`src/rtl/reg_bus_cmd_bridge.sv`:
```
// Byte-stream command bridge: parses framed write/read packets from a byte source,
// drives the simple register bus as initiator and returns an ack byte or read data.
module reg_bus_cmd_bridge #(
    parameter int unsigned RD_LATENCY     = 1,
    parameter int unsigned TIMEOUT_CYCLES = 100000
) (
    input  logic        sysclk_i,
    input  logic        reset_i,
    input  logic [7:0]  rx_data_i,
    input  logic        rx_valid_i,
    output logic        rx_ready_o,
    output logic [7:0]  tx_data_o,
    output logic        tx_valid_o,
    input  logic        tx_ready_i,
    output logic        wr_ena_o,
    output logic [3:0]  wr_addr_o,
    output logic [3:0]  wr_byte_sel_o,
    output logic [31:0] wr_data_o,
    output logic        rd_ena_o,
    output logic [3:0]  rd_addr_o,
    input  logic [31:0] rd_data_i,
    output logic        busy_o,
    output logic        err_timeout_o
);

    // state   | meaning
    // S_IDLE  | waiting for an opcode byte
    // S_HDR   | waiting for the header byte (byte_sel, addr)
    // S_WDATA | collecting 4 write data bytes, LS byte first
    // S_WRITE | one-cycle wr_ena_o strobe
    // S_READ  | one-cycle rd_ena_o strobe
    // S_RWAIT | waiting RD_LATENCY cycles for rd_data_i
    // S_RESP  | streaming the response buffer out, LS byte first
    typedef enum logic [2:0] {
        S_IDLE,
        S_HDR,
        S_WDATA,
        S_WRITE,
        S_READ,
        S_RWAIT,
        S_RESP
    } state_t;

    localparam int unsigned TCW = (TIMEOUT_CYCLES == 0) ? 1 : $clog2(TIMEOUT_CYCLES + 1);
    // Down-counter is loaded with limit-1 so the abort lands exactly TIMEOUT_CYCLES after the last byte.
    localparam logic [TCW-1:0] TO_LOAD = (TIMEOUT_CYCLES == 0) ? '0 : TCW'(TIMEOUT_CYCLES - 1);
    localparam logic [3:0]     RL_LOAD = 4'(RD_LATENCY - 1);
    localparam logic [7:0]     OP_WR   = 8'h57;
    localparam logic [7:0]     OP_RD   = 8'h52;
    localparam logic [7:0]     RSP_ACK = 8'h4B;
    localparam logic [7:0]     RSP_BAD = 8'h3F;

    state_t          state_q, state_d;
    logic            is_wr_q, is_wr_d;
    logic [3:0]      addr_q, addr_d;
    logic [3:0]      sel_q, sel_d;
    logic [23:0]     wbuf_q, wbuf_d;
    logic [1:0]      bcnt_q, bcnt_d;
    logic [TCW-1:0]  tcnt_q, tcnt_d;
    logic [3:0]      rcnt_q, rcnt_d;
    logic [31:0]     resp_q, resp_d;
    logic [2:0]      rlen_q, rlen_d;
    logic [3:0]      wr_addr_q, wr_addr_d;
    logic [3:0]      wr_sel_q, wr_sel_d;
    logic [31:0]     wr_data_q, wr_data_d;
    logic [3:0]      rd_addr_q, rd_addr_d;
    logic            err_q, err_d;

    logic            rx_fire;
    logic            tx_fire;
    logic            timeout_hit;

    assign rx_ready_o  = ~reset_i & ((state_q == S_IDLE) | (state_q == S_HDR) | (state_q == S_WDATA));
    assign rx_fire     = rx_valid_i & rx_ready_o;
    assign tx_valid_o  = (state_q == S_RESP);
    assign tx_fire     = tx_valid_o & tx_ready_i;
    assign timeout_hit = (TIMEOUT_CYCLES != 0) && (tcnt_q == '0);

    always_comb begin
        state_d   = state_q;
        is_wr_d   = is_wr_q;
        addr_d    = addr_q;
        sel_d     = sel_q;
        wbuf_d    = wbuf_q;
        bcnt_d    = bcnt_q;
        tcnt_d    = tcnt_q;
        rcnt_d    = rcnt_q;
        resp_d    = resp_q;
        rlen_d    = rlen_q;
        wr_addr_d = wr_addr_q;
        wr_sel_d  = wr_sel_q;
        wr_data_d = wr_data_q;
        rd_addr_d = rd_addr_q;
        err_d     = 1'b0;

        unique case (state_q)
            S_IDLE: begin
                if (rx_fire) begin
                    if (rx_data_i == OP_WR || rx_data_i == OP_RD) begin
                        is_wr_d = (rx_data_i == OP_WR);
                        tcnt_d  = TO_LOAD;
                        state_d = S_HDR;
                    end else begin
                        resp_d  = {24'h0, RSP_BAD};
                        rlen_d  = 3'd1;
                        state_d = S_RESP;
                    end
                end
            end
            S_HDR: begin
                if (rx_fire) begin
                    sel_d  = rx_data_i[7:4];
                    addr_d = rx_data_i[3:0];
                    tcnt_d = TO_LOAD;
                    if (is_wr_q) begin
                        bcnt_d  = 2'd0;
                        state_d = S_WDATA;
                    end else begin
                        rd_addr_d = rx_data_i[3:0];
                        state_d   = S_READ;
                    end
                end else if (timeout_hit) begin
                    err_d   = 1'b1;
                    state_d = S_IDLE;
                end else if (tcnt_q != '0) begin
                    tcnt_d = tcnt_q - 1'b1;
                end
            end
            S_WDATA: begin
                if (rx_fire) begin
                    tcnt_d = TO_LOAD;
                    if (bcnt_q == 2'd3) begin
                        wr_data_d = {rx_data_i, wbuf_q};
                        wr_addr_d = addr_q;
                        wr_sel_d  = sel_q;
                        state_d   = S_WRITE;
                    end else begin
                        wbuf_d[{bcnt_q, 3'b000} +: 8] = rx_data_i;
                        bcnt_d = bcnt_q + 2'd1;
                    end
                end else if (timeout_hit) begin
                    err_d   = 1'b1;
                    state_d = S_IDLE;
                end else if (tcnt_q != '0) begin
                    tcnt_d = tcnt_q - 1'b1;
                end
            end
            S_WRITE: begin
                resp_d  = {24'h0, RSP_ACK};
                rlen_d  = 3'd1;
                state_d = S_RESP;
            end
            S_READ: begin
                rcnt_d  = RL_LOAD;
                state_d = S_RWAIT;
            end
            S_RWAIT: begin
                if (rcnt_q == 4'd0) begin
                    resp_d  = rd_data_i;
                    rlen_d  = 3'd4;
                    state_d = S_RESP;
                end else begin
                    rcnt_d = rcnt_q - 4'd1;
                end
            end
            S_RESP: begin
                if (tx_fire) begin
                    resp_d = {8'h00, resp_q[31:8]};
                    rlen_d = rlen_q - 3'd1;
                    if (rlen_q == 3'd1) begin
                        state_d = S_IDLE;
                    end
                end
            end
            default: state_d = S_IDLE;
        endcase
    end

    always_ff @(posedge sysclk_i) begin
        if (reset_i) begin
            state_q   <= S_IDLE;
            is_wr_q   <= 1'b0;
            addr_q    <= '0;
            sel_q     <= '0;
            wbuf_q    <= '0;
            bcnt_q    <= '0;
            tcnt_q    <= '0;
            rcnt_q    <= '0;
            resp_q    <= '0;
            rlen_q    <= '0;
            wr_addr_q <= '0;
            wr_sel_q  <= '0;
            wr_data_q <= '0;
            rd_addr_q <= '0;
            err_q     <= 1'b0;
        end else begin
            state_q   <= state_d;
            is_wr_q   <= is_wr_d;
            addr_q    <= addr_d;
            sel_q     <= sel_d;
            wbuf_q    <= wbuf_d;
            bcnt_q    <= bcnt_d;
            tcnt_q    <= tcnt_d;
            rcnt_q    <= rcnt_d;
            resp_q    <= resp_d;
            rlen_q    <= rlen_d;
            wr_addr_q <= wr_addr_d;
            wr_sel_q  <= wr_sel_d;
            wr_data_q <= wr_data_d;
            rd_addr_q <= rd_addr_d;
            err_q     <= err_d;
        end
    end

    assign tx_data_o     = tx_valid_o ? resp_q[7:0] : 8'h00;
    assign wr_ena_o      = (state_q == S_WRITE);
    assign rd_ena_o      = (state_q == S_READ);
    assign wr_addr_o     = wr_addr_q;
    assign wr_byte_sel_o = wr_sel_q;
    assign wr_data_o     = wr_data_q;
    assign rd_addr_o     = rd_addr_q;
    assign busy_o        = (state_q != S_IDLE);
    assign err_timeout_o = err_q;

endmodule

```
`config.mk`:
```
export PLATFORM = sky130hd
export DESIGN_NAME = reg_bus_cmd_bridge
export DESIGN_NICKNAME = d
export VERILOG_FILES = /design/src/rtl/reg_bus_cmd_bridge.sv
export SDC_FILE = /design/constraint.sdc
export NUM_CORES = 1
export LEC_CHECK = 0
export ABC_AREA = 1
export BUFFER_PORTS_ARGS = -buffer_cell sky130_fd_sc_hd__buf_2
export CORE_UTILIZATION = 51
export CTS_CLUSTER_SIZE = 24
export DETAILED_ROUTE_END_ITERATION = 12
export PLACE_DENSITY_LB_ADDON = 0.3
export SYNTH_ARGS = -nofsm -noshare
export SYNTH_HDL_FRONTEND = slang
export SYNTH_SLANG_ARGS = --single-unit
```
`constraint.sdc`:
```
create_clock -name sysclk_i -period 1.5 [get_ports sysclk_i]
set_input_delay 0.3 -clock sysclk_i [delete_from_list [all_inputs] [get_ports sysclk_i]]
set_output_delay 0.3 -clock sysclk_i [all_outputs]
set_load 0.1 [all_outputs]
```
Word level (Yosys, flattened, before mapping):

Cells that the tools add are included.

* equal/unequal tests: 24
* reduce and logical (&&, ||, !) cells: 22
* shifts and indexed selects: 2
* muxes and demuxes: 37
* bitwise logic cells: 9
* add/sub/neg operators: 5

Operators by type and width (count)
* $mux 32: 4
* $pmux 32 s4: 1
* $mux 17: 5
* $mux 3: 14
* $pmux 17 s2: 1
* $bwmux 24: 1
* $shift 8x7->24 const A: 1
* $shiftx 8x7->24: 1
* $pmux 3 s7: 1
* $reduce_and 5->1: 4
* $logic_not 17->1: 1
* $reduce_bool 17->1: 1
* $sub 17x1->17 const B: 1
* $eq 8x7->1 const B: 2
* $ne 2x2->1 const B: 8
* $pmux 3 s4: 1
* $reduce_and 3->1: 4
* $eq 3x3->1 const B: 3
* $mux 2: 4
* $mux 8: 1
* $pmux 4 s2: 1
* $neg 5->7: 1
* $eq 3x1->1 const B: 2
* $eq 3x2->1 const B: 2
* other kinds (23): 34

* output and inout bits: 58
* input bits: 44
* register bits after elaboration: 139

Logic depth before layout (Yosys ltp):

* depth in word-level cells: 7
* gate-level depth with buffers: 13
* depth with buffers taken out: 13

Worst setup path before layout:

Ideal clock, no wire load.

* path kind: register -> register
* from: reg state_q[1]
* to: reg resp_q[0]
* data arrival time: 2.650 ns
* required time: 1.387 ns
* clock period less this slack: 2.763 ns
* library setup time: 0.113 ns
* stages on the path, launching flop included: 8
* buffers on the path: 0
* path slack: -1.263 ns
* path through: dfxtp_1 nand2_2 nor2_1 inv_1 nand3_1 o2111ai_1 nor2_1 nor2_1

* elaborated cells on any way between the ends: 18
* those cells by class: 9 x eq/ne; 1 x mux; 5 x bitwise; 3 x reduce/logical

RTL lines
* start: declaration: RTL line 53 `state_t state_q, state_d;`
* start signal: assignment: RTL line 197 `state_q <= state_d;`
* $eq 3x2->1 *
* net wr_ena_o: RTL line 15 `output logic wr_ena_o,`
* $reduce_bool 4->1 (no source line)
* $reduce_and 5->1 (no source line)
* end signal: assignment: RTL line 205 `resp_q <= resp_d;`
* end: declaration: RTL line 61 `logic [31:0] resp_q, resp_d;`

The timed path passes the listed nets; every way through them passes the cells marked *.
A chain may end at the register's enable or synchronous reset.

Worst setup path after layout:

* from: reg state_q[0]
* to: reg tcnt_q[5]

* word-level cells in the longest chain between the ends: 7
* elaborated cells on any way between the ends: 16
* those cells by class: 6 x eq/ne; 2 x mux; 4 x bitwise; 4 x reduce/logical

RTL lines
* $eq 3x1->1 or $logic_not 3->1 (tied branches): RTL line 73, 96
* $or 1x1->1 (2 in a row): RTL line 73 `assign rx_ready_o = ~reset_i & ((state_q == S_IDLE) | (state_q == S_HDR) | (state_q == S_WDATA));`
* $and 1x1->1: RTL line 73
* $and 1x1->1: RTL line 74 `assign rx_fire = rx_valid_i & rx_ready_o;`
* $ne 3x1->1 (no source line) (tied with other cells)
* $reduce_and 5->1 (no source line) or $pmux 17 s2 (tied branches)
* end signal: assignment: RTL line 203 `tcnt_q <= tcnt_d;`
* end: declaration: RTL line 59 `logic [TCW-1:0] tcnt_q, tcnt_d;`

Parallel ways exist; a longest one is shown, timed or not.

==> results.txt <==
Final-layout fill cell count: 662
Setup ws final: -0.494 ns
Main synth FF type: dfxtp_1
Critical Path Stages: 12
Rows: 40
Clock latency on the worst-skew pair: 0.43 ns
# IOs: 102
Clock skew: 0.0121 ns
Cts hold-fix bufs: 0
Final hold violation count: 0
Initial antenna violation count: 0
Largest net degree at the start of global routing: 77
Yosys reg bits: 139
Area of the mapped netlist: 6290 sq um
CP Buf/Inv Count: 4
Tmin final: 1.99 ns
Yosys top cell area share: 0.442
CTS tree: yes
Worst R2R Path Depth: 12
Avg Cell Area, Syn: 6.84 sq um
Placed Area: 8030 sq um
End of the worst register-to-register path: tcnt_q[5]
Placer Congestion: 0.823
Area leader, netlist: dfxtp_1
Max VDD drop: 0.992 mV
Failing checks: negative setup slack
Cell with the most instances after synthesis: nor2_1
DR DRC count: 0
Vias: 7330
Asr flop ratio synth: 0
Tcrit/Tclk final: 1.33
1st-iter DRT viols: 711
Total grt overflow: 0
Fmax: 502 MHz
RSZ-0062 raised after global routing: true
Total of max-cap violations: 0
Sequential fraction of the synthesis area: 0.442
Crit-path max FO: 7
Setup crit start kind: flop
Core area: 12000 sq um
NumNets Final: 1199
Routed wire per std cell: 17.2 um
Clock-pin slew on the worst setup and hold paths: 0.07 ns
Setup crit end kind: flop
DIE WIDTH: 113 um
Synth Net Count: 975
Inserted Clock Buffers: 17
HP Class: primary input to flop
CP Cell Sequence: buf_6 > nand2_8 > buf_6 > nand4_4 > buf_4 > nand2_2 > nor2_2 > nor2_4 > inv_2 > nor2_2 > nor2_1 > nor2_1
CP required: 1.82 ns
Crit path kind: flop to flop
Worst reg-to-reg setup slack: -0.49 ns
First-pass GRT wire length: 29.9 mm
Vias in the first global route: 6405
Arr. time, crit path: 2.31 ns
H-tree depth: 4
Setup crit end: tcnt_q[5]
Outcome: finished, violations left
Final WL: 22.4 mm
Die Span Y: 113 um
Clock Tree Root: clkbuf_16
Synth cell types: 36
Slowest stage delay, CP: 0.36 ns
Overall routing resource usage: 0.292
Static leakage: 4.53 nW
Worst Tran Pin Value: 0.733 ns
Worst R2R Start: state_q[0]
Initial core utilization: 0.524
Synth top area cells: dfxtp_1 (44%), nor2_1 (13%), o21ai_0 (12%)
CTS Sinks: 139
1st-pass router iterations: 5
Post-synth EDFFs: 0
CP Launch Point: state_q[0]
Antenna Nets Post-Route: 0
Hpwl dp: 11.0 mm
Max-slew violations: 0
Yosys warns: 0
Avg Vias per Cell: 5.62
Final setup viols: 156
Relative slew slack: 0.511
ANT cells: 0
IO buf count: 101
Layout cells sized above 1: 0.355
Finished Cell Area: 9740 sq um
PD cells: 1940 nW/um^2
CP delay by family, top: simple AND/OR/NAND/NOR gates
Area Growth Syn to Fin: 54.8%
Mapped Cells: 920
Crit-path slowest cell: dfxtp_4
DIE AREA: 12800 sq um
Top cells by count, synth: nor2_1 (213), o21ai_0 (149), dfxtp_1 (139)
Post-layout util: 0.811
Longest Clk Path Bufs: 2
-- stage by stage --
stage	TNS, ns	total power [mW]	hold slack, ns	instances	setup WS [ns]
6_report	-43.99	18.9	0.224	1304	-0.494
3_3_place_gp	-15.40	11.8	0.452	1228	-0.269
5_1_grt	-53.61	19.8	0.219	1304	-0.592
3_5_place_dp	-17.47	12.0	0.450	1228	-0.287
4_1_cts	-31.13	17.0	0.201	1280	-0.320
2_1_floorplan	-8.03	9.35	0.422	920	-0.136
-- sequential cells by signal, summed over array words and instances (netlist names) --
| name | count |
|---|---|
| wbuf_q | 24 |
| sel_q | 4 |
| bcnt_q | 2 |
| wr_byte_sel_o | 4 |
| rd_addr_o | 4 |
| rcnt_q | 4 |
| resp_q | 32 |
| err_timeout_o | 1 |
| tcnt_q | 17 |
| rlen_q | 3 |
| state_q | 3 |
| wr_data_o | 32 |
| wr_addr_o | 4 |
| is_wr_q | 1 |
| addr_q | 4 |
-- repair_timing --
action,4_1_cts,5_1_grt
setup buffers,15,17
endpoints found under the hold margin,0,0
setup endpoints to repair,143,175
pin swaps,13,48
gates cloned,5,9
gates resized for setup,52,178
-- cell type report --
type                            count  area [sq um]  share of cell area
Multi-Input combinational cell    640          3510               0.361
Clock inverter                     13           151              0.0155
Timing Repair Buffer              248          2260               0.232
Clock buffer                       19           453              0.0465
Sequential cell                   139          2800               0.287
Inverter                           98           382              0.0392
Tap cell                          147           184              0.0189
-- cells by family (layout without fill, tap and decap cells) --
logic type / count (synthesis) / in the layout / synth area share
xor+xnor: 5 / 5 / 0.00696
buf+inv: 141 / 378 / 0.0897
fa+ha+maj: 11 / 11 / 0.0219
flops: 139 / 139 / 0.442
simple gates: 412 / 412 / 0.266
compound gates: 212 / 212 / 0.173
-- tightest hold or removal path: cells and delay by family --
family	cells	cell delay, ns
AND/OR/NAND/NOR	2	0.11
buffers and inverters	2	0.22
-- placed cells by master, fill, tap and decap left out, types with 36 or more instances in the layout --
| cell | n |
|---|---|
| a21oi_1 | 41 |
| buf_2 | 60 |
| buf_4 | 110 |
| dfxtp_1 | 135 |
| inv_1 | 77 |
| nand2_1 | 111 |
| nand3_1 | 36 |
| nor2_1 | 174 |
| o21ai_0 | 95 |
| o21ai_1 | 37 |
-- how the worst min path moves through the flow --
| stage | from | endpoint | slack [ns] | cells past startpoint |
|---|---|---|---|---|
| after floorplan | tcnt_q[0] | tcnt_q[0] | 0.42 | 1 |
| after global routing | rx_data_i[2] | is_wr_q | 0.22 | 3 |
| after detailed placement | addr_q[3] | addr_q[3] | 0.45 | 2 |
| after CTS | rx_data_i[2] | is_wr_q | 0.20 | 3 |
| after global placement | addr_q[3] | addr_q[3] | 0.45 | 2 |
| final | rx_data_i[6] | wr_data_o[30] | 0.22 | 4 |
-- routing by layer --
layer / track usage / up-vias / part of all wire
li1: - / 3405 / -
met1: 0.351 / 3408 / 0.37
met2: 0.506 / 411 / 0.51
met5: 0 / - / 0
met4: 0.136 / 0 / 0.056
met3: 0.0552 / 106 / 0.065
-- where the power goes --
part / switching (mW) / leakage, nW / internal (mW)
clock network: 1.78 / 0.297 / 2.58
logic: 5.65 / 3.11 / 4.19
registers: 0.348 / 1.13 / 4.33
(Power assumes the default switching activity.)
